==> src/rtl/pipe_scheduler.sv <==
// Game sequencer: scroll strobe, entry-column pipe pattern, score and run/pause/over FSM.
// Define PIPE_SPEEDUP_EN to shorten the tick period by TICK_STEP every 8 points, floored at TICK_MIN.
module pipe_scheduler #(
  parameter int         TICK_DIV     = 25000000,
  parameter int         PIPE_SPACING = 4,
  parameter int         BIRD_DIST    = 3,
  parameter int         GAP_H        = 3,
  parameter logic [7:0] SEED         = 8'hA5,
  parameter int         TICK_STEP    = 2500000,
  parameter int         TICK_MIN     = 5000000
) (
  input  logic       clk,
  input  logic       reset,
  input  logic       start,
  input  logic       pause,
  input  logic       collide,
  output logic       enable2,
  output logic [7:0] pattern,
  output logic       col_clear,
  output logic       running,
  output logic       game_over,
  output logic [7:0] score
);

  localparam int DW = (TICK_DIV > 2) ? $clog2(TICK_DIV) : 1;
  localparam int CW = (PIPE_SPACING > 2) ? $clog2(PIPE_SPACING) : 1;
  localparam logic [2:0]    MAXP     = 3'(8 - GAP_H);
  localparam logic [7:0]    GAP_MASK = 8'((1 << GAP_H) - 1);
  localparam logic [DW-1:0] DIV_LAST = DW'(TICK_DIV - 1);
  localparam logic [CW-1:0] COL_LAST = CW'(PIPE_SPACING - 1);
  localparam logic [CW-1:0] COL_BIRD = CW'(BIRD_DIST);

  if (TICK_DIV < 2 || PIPE_SPACING <= BIRD_DIST || GAP_H < 2 || GAP_H > 4 ||
      SEED == 8'h00 || TICK_MIN < 1 || TICK_MIN > TICK_DIV || TICK_STEP < 0) begin : g_bad_params
    $error("pipe_scheduler: illegal parameter set");
  end

  typedef enum logic [1:0] {IDLE, RUN, PAUSED, OVER} state_t;

  state_t        state;
  logic [DW-1:0] div_cnt;
  logic [DW-1:0] div_last;
  logic [CW-1:0] col_cnt;
  logic [7:0]    lfsr;
  logic          pipe_seen;
  logic          lfsr_fb;
  logic [2:0]    gp;
  logic [7:0]    pipe_pat;

  assign lfsr_fb = lfsr[7] ^ lfsr[5] ^ lfsr[4] ^ lfsr[3];

  // Fold out-of-range LFSR values back so the whole gap stays on screen.
  always_comb begin
    gp       = (lfsr[2:0] > MAXP) ? lfsr[2:0] - MAXP : lfsr[2:0];
    pipe_pat = ~(GAP_MASK << gp);
  end

`ifdef PIPE_SPEEDUP_EN
  localparam int SPAN = TICK_DIV - TICK_MIN;

  function automatic logic [DW-1:0] last_for(input logic [7:0] sc);
    logic [31:0] dec;
    dec = 32'(sc[7:3]) * 32'(TICK_STEP);
    if (dec >= 32'(SPAN)) return DW'(TICK_MIN - 1);
    return DW'(32'(TICK_DIV - 1) - dec);
  endfunction
`else
  assign div_last = DIV_LAST;
`endif

  always_ff @(posedge clk) begin
    if (reset) begin
      state     <= IDLE;
      enable2   <= 1'b0;
      pattern   <= 8'h00;
      col_clear <= 1'b0;
      running   <= 1'b0;
      game_over <= 1'b0;
      score     <= 8'h00;
      div_cnt   <= '0;
      col_cnt   <= '0;
      lfsr      <= SEED;
      pipe_seen <= 1'b0;
`ifdef PIPE_SPEEDUP_EN
      div_last  <= DIV_LAST;
`endif
    end else begin
      enable2   <= 1'b0;
      col_clear <= 1'b0;
      case (state)
        IDLE, OVER: begin
          if (start) begin
            state     <= RUN;
            running   <= 1'b1;
            game_over <= 1'b0;
            col_clear <= 1'b1;
            div_cnt   <= '0;
            col_cnt   <= '0;
            score     <= 8'h00;
            pipe_seen <= 1'b0;
            pattern   <= 8'h00;
`ifdef PIPE_SPEEDUP_EN
            div_last  <= DIV_LAST;
`endif
          end
        end
        RUN: begin
          if (collide) begin
            state     <= OVER;
            running   <= 1'b0;
            game_over <= 1'b1;
          end else begin
            if (pause) begin
              state   <= PAUSED;
              running <= 1'b0;
            end
            // A wrap that coincides with pause is held so the strobe never lands in PAUSED.
            if (div_cnt != div_last) begin
              div_cnt <= div_cnt + DW'(1);
            end else if (!pause) begin
              div_cnt <= '0;
              enable2 <= 1'b1;
              col_cnt <= (col_cnt == COL_LAST) ? '0 : col_cnt + CW'(1);
              if (col_cnt == '0) begin
                pattern   <= pipe_pat;
                lfsr      <= {lfsr[6:0], lfsr_fb};
                pipe_seen <= 1'b1;
              end else begin
                pattern <= 8'h00;
              end
              if (col_cnt == COL_BIRD && pipe_seen && score != 8'hFF)
                score <= score + 8'd1;
`ifdef PIPE_SPEEDUP_EN
              div_last <= last_for(score);
`endif
            end
          end
        end
        PAUSED: begin
          if (!pause) begin
            state   <= RUN;
            running <= 1'b1;
          end
        end
        default: state <= IDLE;
      endcase
    end
  end

endmodule

==> config.mk <==
export PLATFORM = sky130hd
export DESIGN_NAME = pipe_scheduler
export DESIGN_NICKNAME = d
export VERILOG_FILES = /design/src/rtl/pipe_scheduler.sv
export SDC_FILE = /design/constraint.sdc
export NUM_CORES = 1
export LEC_CHECK = 0
export CAP_MARGIN = 20
export CORE_UTILIZATION = 50
export CTS_CLUSTER_SIZE = 30
export DETAILED_ROUTE_END_ITERATION = 16
export PLACE_DENSITY = 0.71
export SETUP_SLACK_MARGIN = 0.1
export SYNTH_ARGS = -nofsm -noshare
export SYNTH_HDL_FRONTEND = slang
export SYNTH_SLANG_ARGS = --single-unit
==> constraint.sdc <==
create_clock -name clk -period 2.9 [get_ports clk]
set_input_delay 0.58 -clock clk [delete_from_list [all_inputs] [get_ports clk]]
set_output_delay 0.58 -clock clk [all_outputs]
set_load 0.02 [all_outputs]
Word level (Yosys, flattened, before mapping)
Cells that the tools add are included.
W data, S select, Z words.
{"block": "totals", "elab_cells": 100, "output_inout_bits": 20, "inputBits": 5, "ff_bits": 58}
{"block": "op_classes", "mux": 43, "n_addsub": 4, "bitwise": 9, "n_eq_ne": 16, "reduce_logical": 15, "shift": 1, "magnitude_cmp": 1}
{"cell": "$mux W25", "count": 4}
{"cell": "$mux W8", "count": 9}
{"cell": "$pmux W25 S2", "count": 1}
{"cell": "$pmux W8 S2", "count": 2}
{"cell": "$add A25 B1 Y25 const B", "count": 1}
{"cell": "$ne A25 B25 Y1 const B", "count": 1}
{"cell": "$mux W2", "count": 9}
{"cell": "$ne A2 B2 Y1 const B", "count": 8}
{"cell": "$mux W1", "count": 12}
{"cell": "$reduce_and A6 Y1", "count": 2}
{"cell": "$reduce_and A5 Y1", "count": 2}
{"cell": "$add A8 B1 Y8 const B", "count": 1}
{"cell": "$ne A8 B8 Y1 const B", "count": 1}
{"cell": "$not A8 Y8", "count": 1}
{"cell": "$shl A3 B3 Y8 const A", "count": 1}
{"cell": "$eq A2 B2 Y1 const B", "count": 3}
{"cell": "$ne A3 B3 Y1 const B", "count": 2}
{"cell": "$pmux W2 S3", "count": 1}
{"cell": "$reduce_and A3 Y1", "count": 2}
{"cell": "$not A1 Y1", "count": 5}
{"cell": "$logic_not A2 Y1", "count": 2}
{"cell": "$pmux W1 S2", "count": 2}
{"cell": "$pmux W2 S2", "count": 1}
{"cell": "$reduce_and A4 Y1", "count": 1}
{"cell": "11 further kinds", "count": 15}

Logic depth before layout (Yosys ltp)
Gate-level depths: netlist of run 1.
{"block": "logic_depth", "ltp_word": 9, "mapped_depth": 10, "ltp_nobuf": 7}

Worst setup path before layout of run 1
No wires, ideal clock.
{"block": "synth_timing", "path_kind": "input to register", "startpoint": "in collide", "endpoint": "reg score[5]", "cell_stages": 7, "path_slack_ns": 0.562, "arrival_ns": 2.267, "path_cell_list": "or2_1 buf_6 a21o_4 a311o_1 buf_6 or4_1 a21oi_1"}
{"block": "synth_via", "elab_chain_cells": 2}
{"element": "start, declared", "line": "16", "text": "input logic collide,"}
{"element": "$ne A2 B2 Y1 (no source line)"}
{"element": "$reduce_and A6 Y1 (no source line)"}
{"element": "end signal, assigned", "line": "132", "text": "score <= score + 8'd1;"}
{"element": "end, declared", "line": "22", "text": "output logic [7:0] score"}
No other way between the ends.
A chain may end at the register's enable or synchronous reset.

Worst setup path after layout of run 1
{"block": "layout_timing", "startpoint": "in collide", "endpoint": "reg score[7]"}
The elaborated chain is that of the path after synthesis.

==> out/results.ini, run 1 <==
[drt]
ant_nets = 0
wl_met1_um = 3600
routed-wl-met2_um = 3530
route.top_layer_used = met4
vias = 3043
avgViaCountPerCell = 6.29
wl_per_cell_um = 15.9
drc = 0
dr.pass1.iters = 4
wl_met3_um = 433
drt_iter0_drc = 260
drt-total-wl_um = 7690

[synth]
synth_edf_count = 0
yosysUniqueCellTypes = 50
synth_top_area_share_pct = 36.3
synthArstFlopShare_pct = 0
synth_area_sq_um = 3200
ys_seq_area_share_pct = 36.3
synthTopCellsByArea = dfxtp_1 (36%), mux2i_1 (5.9%), a21oi_1 (5.8%)
synth_top_area_cell = dfxtp_1
synth-main-ff-cell = dfxtp_1
postSynthAreaPerCell_sq_um = 8.29
ys_ff_latch = 58
postSynthNetCount = 397
synth_cells = 386
yosysWarningCount = 0

[clock_network]
cts_tree = built
cts_buffer_depth = 2
cts-root-buf = clkbuf_8
clkSlewWorstSetupHoldPaths_ns = 0.06
post_cts_resized = 0
cts_max_level = 3
clock-sinks = 58
cts_setup_buffers = 0
cts_buffers = 9
cts.hold.buffers_added = 0
insertion_delay_ns = 0.34

[floorplan]
die_h_um = 82.0
rows = 28
start_util_pct = 52.8
io_pins = 25
die_area_sq_um = 6730
fp.coreArea_sq_um = 6060
fp.dieW_um = 82.0

[final_layout]
num_antenna_cells = 0
final_cell_area_sq_um = 3670
layout_commonest_cell = dfxtp_1
syn_to_final_growth_pct = 14.5
layout-drive-gt1-share_pct = 7.82
mostFrequentLayoutCells = dfxtp_1 (58), a21oi_1 (37), nand2_1 (31)
final_cells = 484
layout.nets = 419
utilization_pct = 60.5

[global_routing]
antenna_found_initial = 0
grt_max_degree = 41
grt_usage_pct = 25.1
gr-total-overflow = 0
grt_pass1_vias = 2755
grt_pass1_wl_um = 12800

[pwr]
vdd_ir_drop_max_mv = 0.438
leakagePower_nw = 1.20
power_density_nw_per_um2 = 526
p_total_mw = 1.93

[timing]
whs_ns = 0.475
finalHoldViolations = 0
fin_tns_setup_ns = 0
rsz0062_at_grt = false
fin_crit_sh_pct = 84.9
setup_viol = 0
drv_slew = 0
relSlewSlack_pct = 50.9
fin_ws_ns = 0.439
tightest_slew_ns = 0.730
skew_ns = 0.00660
finalCriticalPeriod_ns = 2.46
fmax_mhz = 406

[critical_path]
crit_end = score[7]
r2r_slack_ns = 0.50
r2r_cells = 7
r2r-start = state[0]
crit_start = collide
crit_arrival_ns = 2.73
cp-start-kind = input pin
reg2reg_to = score[7]
cp_max_fo = 13
critPathRequiredTime_ns = 3.17
criticalPathCategory = input pin to register
cp-end-kind = register

[placement]
dp_hpwl_um = 5260
place_congestion = 0.814
placed_area_sq_um = 3520
dp.cells = 472
io_buffers = 24
dp_slack_ns = 0.0961

[status]
run_status = finished clean

[min_path]
min_path_cells = 2
min_path_type = register to register

[flow_run]
cap_violations = 0

==> cells in the mapped netlist (5+ instances only) <==
master,instances
o211ai_1,13
and3_1,8
dfxtp_1,58
nand2_1,31
inv_1,13
o21ai_0,16
a21oi_1,37
o32ai_1,5
a211o_1,11
nor3_1,6
nand4_1,16
nor2_1,15
ha_1,6
or4_1,7
clkbuf_1,18
o31ai_1,6
a31oi_1,8
a211oi_1,6
or3_1,7
mux2i_1,19
nand3_1,21
buf_2,6
==> report_power, final <==
group          internal (mW)  switching [mW]  leakage [nW]
Clock                  0.313           0.293        0.0770
Sequential             0.814          0.0110         0.468
Combinational          0.165           0.335         0.654
Total                   1.29           0.639          1.20
==> state kept, by name, indices dropped and copies added, names as in the netlist <==
register	count
state	2
pattern	8
enable2	1
pipe_seen	1
lfsr	8
div_cnt	25
running	1
col_clear	1
game_over	1
col_cnt	2
score	8
==> cells by family (layout without fill, tap and decap cells) <==
group	Yosys count	count (layout)	share of synthesized area, %
simple gates	137	137	23.8
compound gates	121	121	25.0
flops	58	58	36.3
buf+inv	41	64	5.55
mux	19	19	5.94
fa+ha+maj	6	6	2.34
xor+xnor	4	4	1.09
==> critical path: stages <==
cell and delay (ns):
clkdlybuf4s50_1 0.46, or2_1 0.27, a21o_4 0.22, a311o_1 0.47, or4_1 0.56, a31oi_1 0.16
==> layer usage <==
layer  vias to the layer above  track usage (%)
met1                      1437             32.1
li1                       1507                -
met5                         -                0
met4                         0             10.0
met3                        15             6.33
met2                        84             40.1
==> worst min-delay path by stage <==
stage / endpoint / slack [ns] / from
final: lfsr[7] / 0.47 / lfsr[6]
after global routing: pattern[7] / 0.49 / pattern[7]
after CTS: state[0] / 0.48 / state[0]
after detailed placement: pattern[6] / 0.47 / pattern[6]
after global placement: lfsr[7] / 0.46 / lfsr[6]
after floorplan: lfsr[7] / 0.44 / lfsr[6]
==> final cells by class <==
| class | instances | area, sq um |
|---|---|---|
| tap | 75 | 93.8 |
| timing repair buffer | 39 | 353 |
| clock buffer | 11 | 141 |
| fill | 551 | 2390 |
| inverter | 13 | 48.8 |
| multi-input combinational | 287 | 1860 |
| sequential | 58 | 1160 |
| clock inverter | 1 | 5.00 |
(Power assumes the default switching activity.)
==> run 2, diff against run 1 <==
--- a/config.mk
+++ b/config.mk
@@ -9,7 +9,7 @@
 export CORE_UTILIZATION = 50
 export CTS_CLUSTER_SIZE = 30
 export DETAILED_ROUTE_END_ITERATION = 16
-export PLACE_DENSITY = 0.71
+export PLACE_DENSITY = 0.74
 export SETUP_SLACK_MARGIN = 0.1
 export SYNTH_ARGS = -nofsm -noshare
 export SYNTH_HDL_FRONTEND = slang
==> constraint.sdc (replaced) <==
create_clock -name clk -period 2 [get_ports clk]
set_input_delay 0.4 -clock clk [delete_from_list [all_inputs] [get_ports clk]]
set_output_delay 0.4 -clock clk [all_outputs]
set_load 0.02 [all_outputs]
==> out/results.ini, run 2 (synthesis results as in run 1) <==
[final_layout]
layout_commonest_cell = buf_4
regArea_sq_um = 1170  ; +0.65%
layout.nets = 516  ; +23%
num_antenna_cells = 0  ; unchanged
syn_to_final_growth_pct = 57.4
layout-drive-gt1-share_pct = 37.3  ; +29 points
fillCellCount = 321  ; -42%
final_cell_area_sq_um = 5040  ; +37%
mostFrequentLayoutCells = buf_4 (91), dfxtp_1 (52), nand2_1 (29)
multiInputGateArea_sq_um = 2250  ; +21%
largest_reg_flops = 25  ; unchanged
top_register = div_cnt

[critical_path]
crit_end = div_cnt[14]
crit_arrival_ns = 2.45  ; -0.28 ns
critPathRequiredTime_ns = 2.25  ; -0.92 ns
crit_chain = inv_2 -> ha_4 -> mux2i_4 -> buf_4 -> a21oi_4 -> o21ai_4 -> buf_4 -> clkbuf_16 -> a211oi_4 -> mux2i_1
r2r-start = state[0]
cp-start-kind = register
reg2reg_to = div_cnt[14]
r2r_slack_ns = -0.20  ; -0.70 ns
crit_start = state[0]
r2r_cells = 10  ; +3
critPathMaxStageDelay_ns = 0.35  ; -0.21 ns
cpMostUsedCell = buf_4
critPathSlowestCell = dfxtp_2
cp_max_fo = 6  ; -7
cp-end-kind = register
criticalPathCategory = register to register

[global_routing]
grt_pass1_vias = 3561  ; +29%
antenna_found_initial = 0  ; unchanged
grt_pass1_wl_um = 17000  ; +32%
grt_max_degree = 20  ; -51%
grt_usage_pct = 33.6  ; +8.5 points
gr-total-overflow = 0  ; unchanged

[clock_network]
cts.hold.buffers_added = 0  ; unchanged
cts_buffer_depth = 2  ; unchanged
cts_tree = built
cts-root-buf = clkbuf_8
clock-sinks = 58  ; unchanged
clkSlewWorstSetupHoldPaths_ns = 0.07  ; about the same
cts_buffers = 9  ; unchanged
cts_max_level = 3  ; unchanged
insertion_delay_ns = 0.34  ; about the same

[floorplan]
fp.dieW_um = 82.0  ; unchanged
die_h_um = 82.0  ; unchanged
rows = 28  ; unchanged
io_pins = 25  ; unchanged
die_area_sq_um = 6730  ; unchanged
start_util_pct = 52.8  ; unchanged
fp.coreArea_sq_um = 6060  ; unchanged

[drt]
vias = 4060  ; +33%
ant_nets = 0  ; unchanged
drt_iter0_drc = 573  ; +120%
wl_per_cell_um = 22.8  ; +44%
avgViaCountPerCell = 6.94  ; +10%
drc = 0  ; unchanged
dr.pass1.iters = 7  ; +3
drt-total-wl_um = 13400  ; +74%

[pwr]
leakagePower_nw = 1.86  ; +55%
p_total_mw = 4.16  ; +120%
vdd_ir_drop_max_mv = 0.701  ; +60%
power_density_nw_per_um2 = 825  ; +57%

[timing]
skew_ns = 0.00761  ; +0.00102 ns
tightest_slew_ns = 0.454  ; -0.275 ns
finalHoldViolations = 0  ; unchanged
finalCriticalPeriod_ns = 2.20
drv_slew = 0  ; unchanged
fin_crit_sh_pct = 110
setup_viol = 23  ; +23
rsz0062_at_grt = true
relSlewSlack_pct = 69.7  ; +19 points
fmax_mhz = 454
fin_ws_ns = -0.202  ; -0.642 ns

[placement]
placed_area_sq_um = 4070  ; +16%
io_buffers = 24  ; unchanged
place_congestion = 0.872  ; +7.1%
dp_hpwl_um = 6140  ; +17%

[flow_run]
cap_violations = 0  ; unchanged

[status]
run_status = finished, violations left
violations = negative setup slack

[min_path]
min_path_type = register to register

-- run 2: changes by cell type in the layout (fill, tap and decap cells not counted), moves of 4 or more --
cell | previous run | this run
o31ai_1 | 6 | 2
dfxtp_2 | 0 | 6
dfxtp_1 | 58 | 52
buf_6 | 0 | 11
a21oi_2 | 1 | 7
a211oi_1 | 6 | 2
a21oi_4 | 0 | 5
buf_4 | 15 | 91
buf_12 | 0 | 4
a21oi_1 | 37 | 27
-- run 2: final cells by class --
type                            count  area share, %
Clock buffer                       11           3.00
Clock inverter                      5           1.99
Inverter                           13          0.968
Multi-Input combinational cell    288           44.6
Sequential cell                    58           23.2
Tap cell                           75           1.86
Timing Repair Buffer              135           24.4
-- run 2: what timing repair did --
item | CTS | global route
endpoints found under the hold margin | 0 | 0
cloned | 3 | 2
setup buffers | 11 | 20
gates resized for setup | 43 | 48
pin swaps | 13 | 30
endpoints found under the setup margin | 51 | 53
-- run 2: report_power, final --
group	internal, mW	switching [mW]	leakage, nW
combinational	0.717	0.841	1.26
clock	0.892	0.508	0.129
sequential	1.18	0.0194	0.471
total	2.79	1.37	1.86
-- run 2: routing by layer --
metal | vias up | wire [um] | track usage [%]
li1 | 1704 | - | -
met1 | 1893 | 4840 | 39.7
met2 | 353 | 6170 | 56.8
met3 | 110 | 1460 | 8.56
met4 | 0 | 878 | 15.4
met5 | - | 0 | 0
-- run 2: worst min-delay path by stage --
| stage | cells after the start | startpoint | to | slack, ns |
|---|---|---|---|---|
| after floorplan | 2 | lfsr[6] | lfsr[7] | 0.44 |
| after global placement | 2 | lfsr[6] | lfsr[7] | 0.45 |
| after detailed placement | 2 | pattern[7] | pattern[7] | 0.47 |
| after CTS | 2 | pattern[7] | pattern[7] | 0.48 |
| after global routing | 2 | lfsr[6] | lfsr[7] | 0.49 |
| final | 2 | pattern[7] | pattern[7] | 0.48 |
-- run 2: through the flow --
| step | hold slack (ns) | util [%] | setup TNS [ns] | setup slack, ns | std cells |
|---|---|---|---|---|---|
| 2_1_floorplan | 0.436 | - | -0.0952 | -0.0139 | 386 |
| 3_3_place_gp | 0.449 | 67.2 | -7.33 | -0.359 | 534 |
| 5_1_grt | 0.492 | 83.1 | -3.97 | -0.209 | 585 |
| 3_5_place_dp | 0.466 | 67.2 | -8.78 | -0.388 | 534 |
| 4_1_cts | 0.482 | 77.0 | -0.362 | -0.0822 | 564 |
| 6_report | 0.481 | 83.1 | -2.01 | -0.202 | 585 |
-- run 2: critical path: cells and delay by family (launching register included) --
kind / cells / cell delay, ns
AO/OA/AOI/OAI: 3 / 0.51
adder cells (fa/ha/maj): 1 / 0.23
buffers and inverters: 4 / 0.53
flip-flops: 1 / 0.35
multiplexers: 2 / 0.49
==> run 3, diff against run 2 <==
--- a/config.mk
+++ b/config.mk
@@ -9,7 +9,7 @@
 export CORE_UTILIZATION = 50
 export CTS_CLUSTER_SIZE = 30
 export DETAILED_ROUTE_END_ITERATION = 16
-export PLACE_DENSITY = 0.74
+export PLACE_DENSITY = 0.73
 export SETUP_SLACK_MARGIN = 0.1
 export SYNTH_ARGS = -nofsm -noshare
 export SYNTH_HDL_FRONTEND = slang
==> out/results.ini, run 3 (synthesis results as in run 1) <==
[status]
run_status = finished, violations left
violations = negative setup slack

[clock_network]
clock-sinks = 58  ; unchanged
cts-root-buf = clkbuf_8
cts_max_level = 3  ; unchanged
cts_buffers = 9  ; unchanged
cts_buffer_depth = 2  ; unchanged
cts_tree = built
insertion_delay_ns = 0.34  ; about the same
clkSlewWorstSetupHoldPaths_ns = 0.07  ; about the same

[timing]
skew_ns = 0.00919  ; +0.00157 ns
setup_viol = 12  ; -48%
finalHoldViolations = 0  ; unchanged
rsz0062_at_grt = true
tightest_slew_ns = 0.408  ; -0.0467 ns
fin_crit_sh_pct = 103  ; -7.1 points
relSlewSlack_pct = 72.6  ; +3.0 points
fmax_mhz = 485  ; +6.9%
fin_ws_ns = -0.0600  ; +0.142 ns
finalCriticalPeriod_ns = 2.06  ; -0.142 ns
drv_slew = 0  ; unchanged

[global_routing]
grt_max_degree = 29  ; +45%
grt_pass1_wl_um = 16000  ; -5.4%
grt_pass1_vias = 3473  ; -2.5%
gr-total-overflow = 0  ; unchanged
antenna_found_initial = 0  ; unchanged
grt_usage_pct = 31.7  ; -2.0 points

[floorplan]
fp.coreArea_sq_um = 6060  ; unchanged
rows = 28  ; unchanged
io_pins = 25  ; unchanged
die_area_sq_um = 6730  ; unchanged
start_util_pct = 52.8  ; unchanged
die_h_um = 82.0  ; unchanged
fp.dieW_um = 82.0  ; unchanged

[drt]
ant_nets = 0  ; unchanged
drc = 0  ; unchanged
drt-total-wl_um = 10900  ; -18%
dr.pass1.iters = 5  ; -2
drt_iter0_drc = 467  ; -18%
vias = 3730  ; -8.1%
wl_per_cell_um = 19.1  ; -16%
avgViaCountPerCell = 6.54  ; -5.7%

[critical_path]
crit_arrival_ns = 2.31  ; -0.14 ns
critPathRequiredTime_ns = 2.25  ; about the same
critPathMaxStageDelay_ns = 0.36  ; about the same
cp-end-kind = register
cp-start-kind = register
crit_chain = ha_4 -> and3_4 -> buf_6 -> nand4_1 -> buf_4 -> buf_6 -> o21ai_4 -> buf_6 -> nand3_1 -> o31ai_1
cp_max_fo = 7  ; +1
critPathTopFamily = buffers and inverters
criticalPathCategory = register to register
critPathSlowestCell = dfxtp_2
critPathBufInv = 4  ; unchanged
cpMostUsedCell = buf_6

[final_layout]
multiInputGateArea_sq_um = 2190  ; -2.7%
layout-drive-gt1-share_pct = 32.3  ; -4.9 points
regArea_sq_um = 1170  ; unchanged
fillCellCount = 390  ; +21%
largest_reg_flops = 25  ; unchanged
syn_to_final_growth_pct = 47.5
num_antenna_cells = 0  ; unchanged
top_register = div_cnt
layout.nets = 501  ; -2.9%
final_cells = 570  ; -2.6%
mostFrequentLayoutCells = buf_4 (75), dfxtp_1 (52), nand2_1 (30)
layout_commonest_cell = buf_4

[pwr]
seq_power_share_pct = 35.0  ; +6.1 points
leakagePower_nw = 1.70  ; -8.7%
combPwrFrac_pct = 37.5  ; about the same
switching_share_pct = 35.5  ; +2.6 points
clock_power_share_pct = 27.6  ; -6.1 points
p_sw_mw = 1.22  ; -11%
vdd_ir_drop_max_mv = 0.631  ; -10%
p_int_mw = 2.21  ; -21%
p_total_mw = 3.43  ; -17%
power_density_nw_per_um2 = 726  ; -12%

[placement]
place_congestion = 0.822  ; -5.7%
dp.cells = 527  ; -1.3%
dp_hpwl_um = 6260  ; +2.0%
io_buffers = 24  ; unchanged

[min_path]
min_path_type = register to register

[flow_run]
cap_violations = 0  ; unchanged

-- run 3: cell count changes in the layout (fill, tap and decap cells not counted), sizes merged --
| cell | change |
|---|---|
| bufinv | -3 |
| a311o | +1 |
| buf | -15 |
| clkinv | +1 |
| clkbuf | +1 |
-- run 3: worst paths after layout --
kind / startpoint / to / slack (ns) / cells past startpoint
max: div_cnt[0] / score[2] / -0.06 / 10
min: pattern[2] / pattern[2] / 0.48 / 2
max reg2reg: div_cnt[0] / score[2] / -0.06 / 10
min reg2reg: pattern[2] / pattern[2] / 0.48 / 2
-- run 3: layout make-up --
class                           count  share of cell area, %
Clock buffer                       13                   3.15
Clock inverter                      3                  0.318
Inverter                           13                   1.03
Multi-Input combinational cell    289                   46.3
Sequential cell                    58                   24.7
Tap cell                           75                   1.99
Timing Repair Buffer              119                   22.4
-- run 3: routing by layer --
layer | global-route usage, % | share of wire, % | up-vias
met3 | 7.00 | 7.1 | 53
met5 | 0 | 0 | -
met2 | 53.4 | 48 | 209
met1 | 36.2 | 41 | 1787
met4 | 19.3 | 3.9 | 0
li1 | - | - | 1681
-- run 3: power groups by stage --
stage          registers (mW)  logic [mW]  clock network (mW)
3_5_place_dp             1.23       0.866                   0
2_1_floorplan            1.24       0.519                   0
5_1_grt                  1.20        1.34               0.991
3_3_place_gp             1.22       0.855                   0
6_report                 1.20        1.29               0.946
4_1_cts                  1.20        1.04               0.949
-- run 3: per-stage QoR --
step                      hold WS [ns]  setup WS [ns]  utilization [%]  TNS (ns)  cell area [sq um]
after floorplan                  0.436        -0.0139                -   -0.0952               3270
after global placement           0.456         -0.352             66.3     -6.67               4020
after detailed placement         0.453         -0.395             66.3     -7.77               4020
after CTS                        0.480        -0.0426             73.0   -0.0564               4420
after global routing             0.496         -0.146             77.9     -2.05               4720
final                            0.479        -0.0600             77.9    -0.311               4720
-- run 3: timing repair --
action,4_1_cts,5_1_grt
hold endpoints to repair,0,0
pin swaps,14,22
gates cloned,1,1
setup buffers,11,14
hold buffers,0,0
gates resized for setup,30,46
setup endpoints to repair,51,52
-- run 3: worst reg2reg max path, cell delays in order, from the launching register on --
cell,delay (ns)
dfxtp_2,0.36
ha_4,0.14
and3_4,0.20
buf_6,0.10
nand4_1,0.15
buf_4,0.21
buf_6,0.12
o21ai_4,0.22
buf_6,0.19
nand3_1,0.10
o31ai_1,0.19
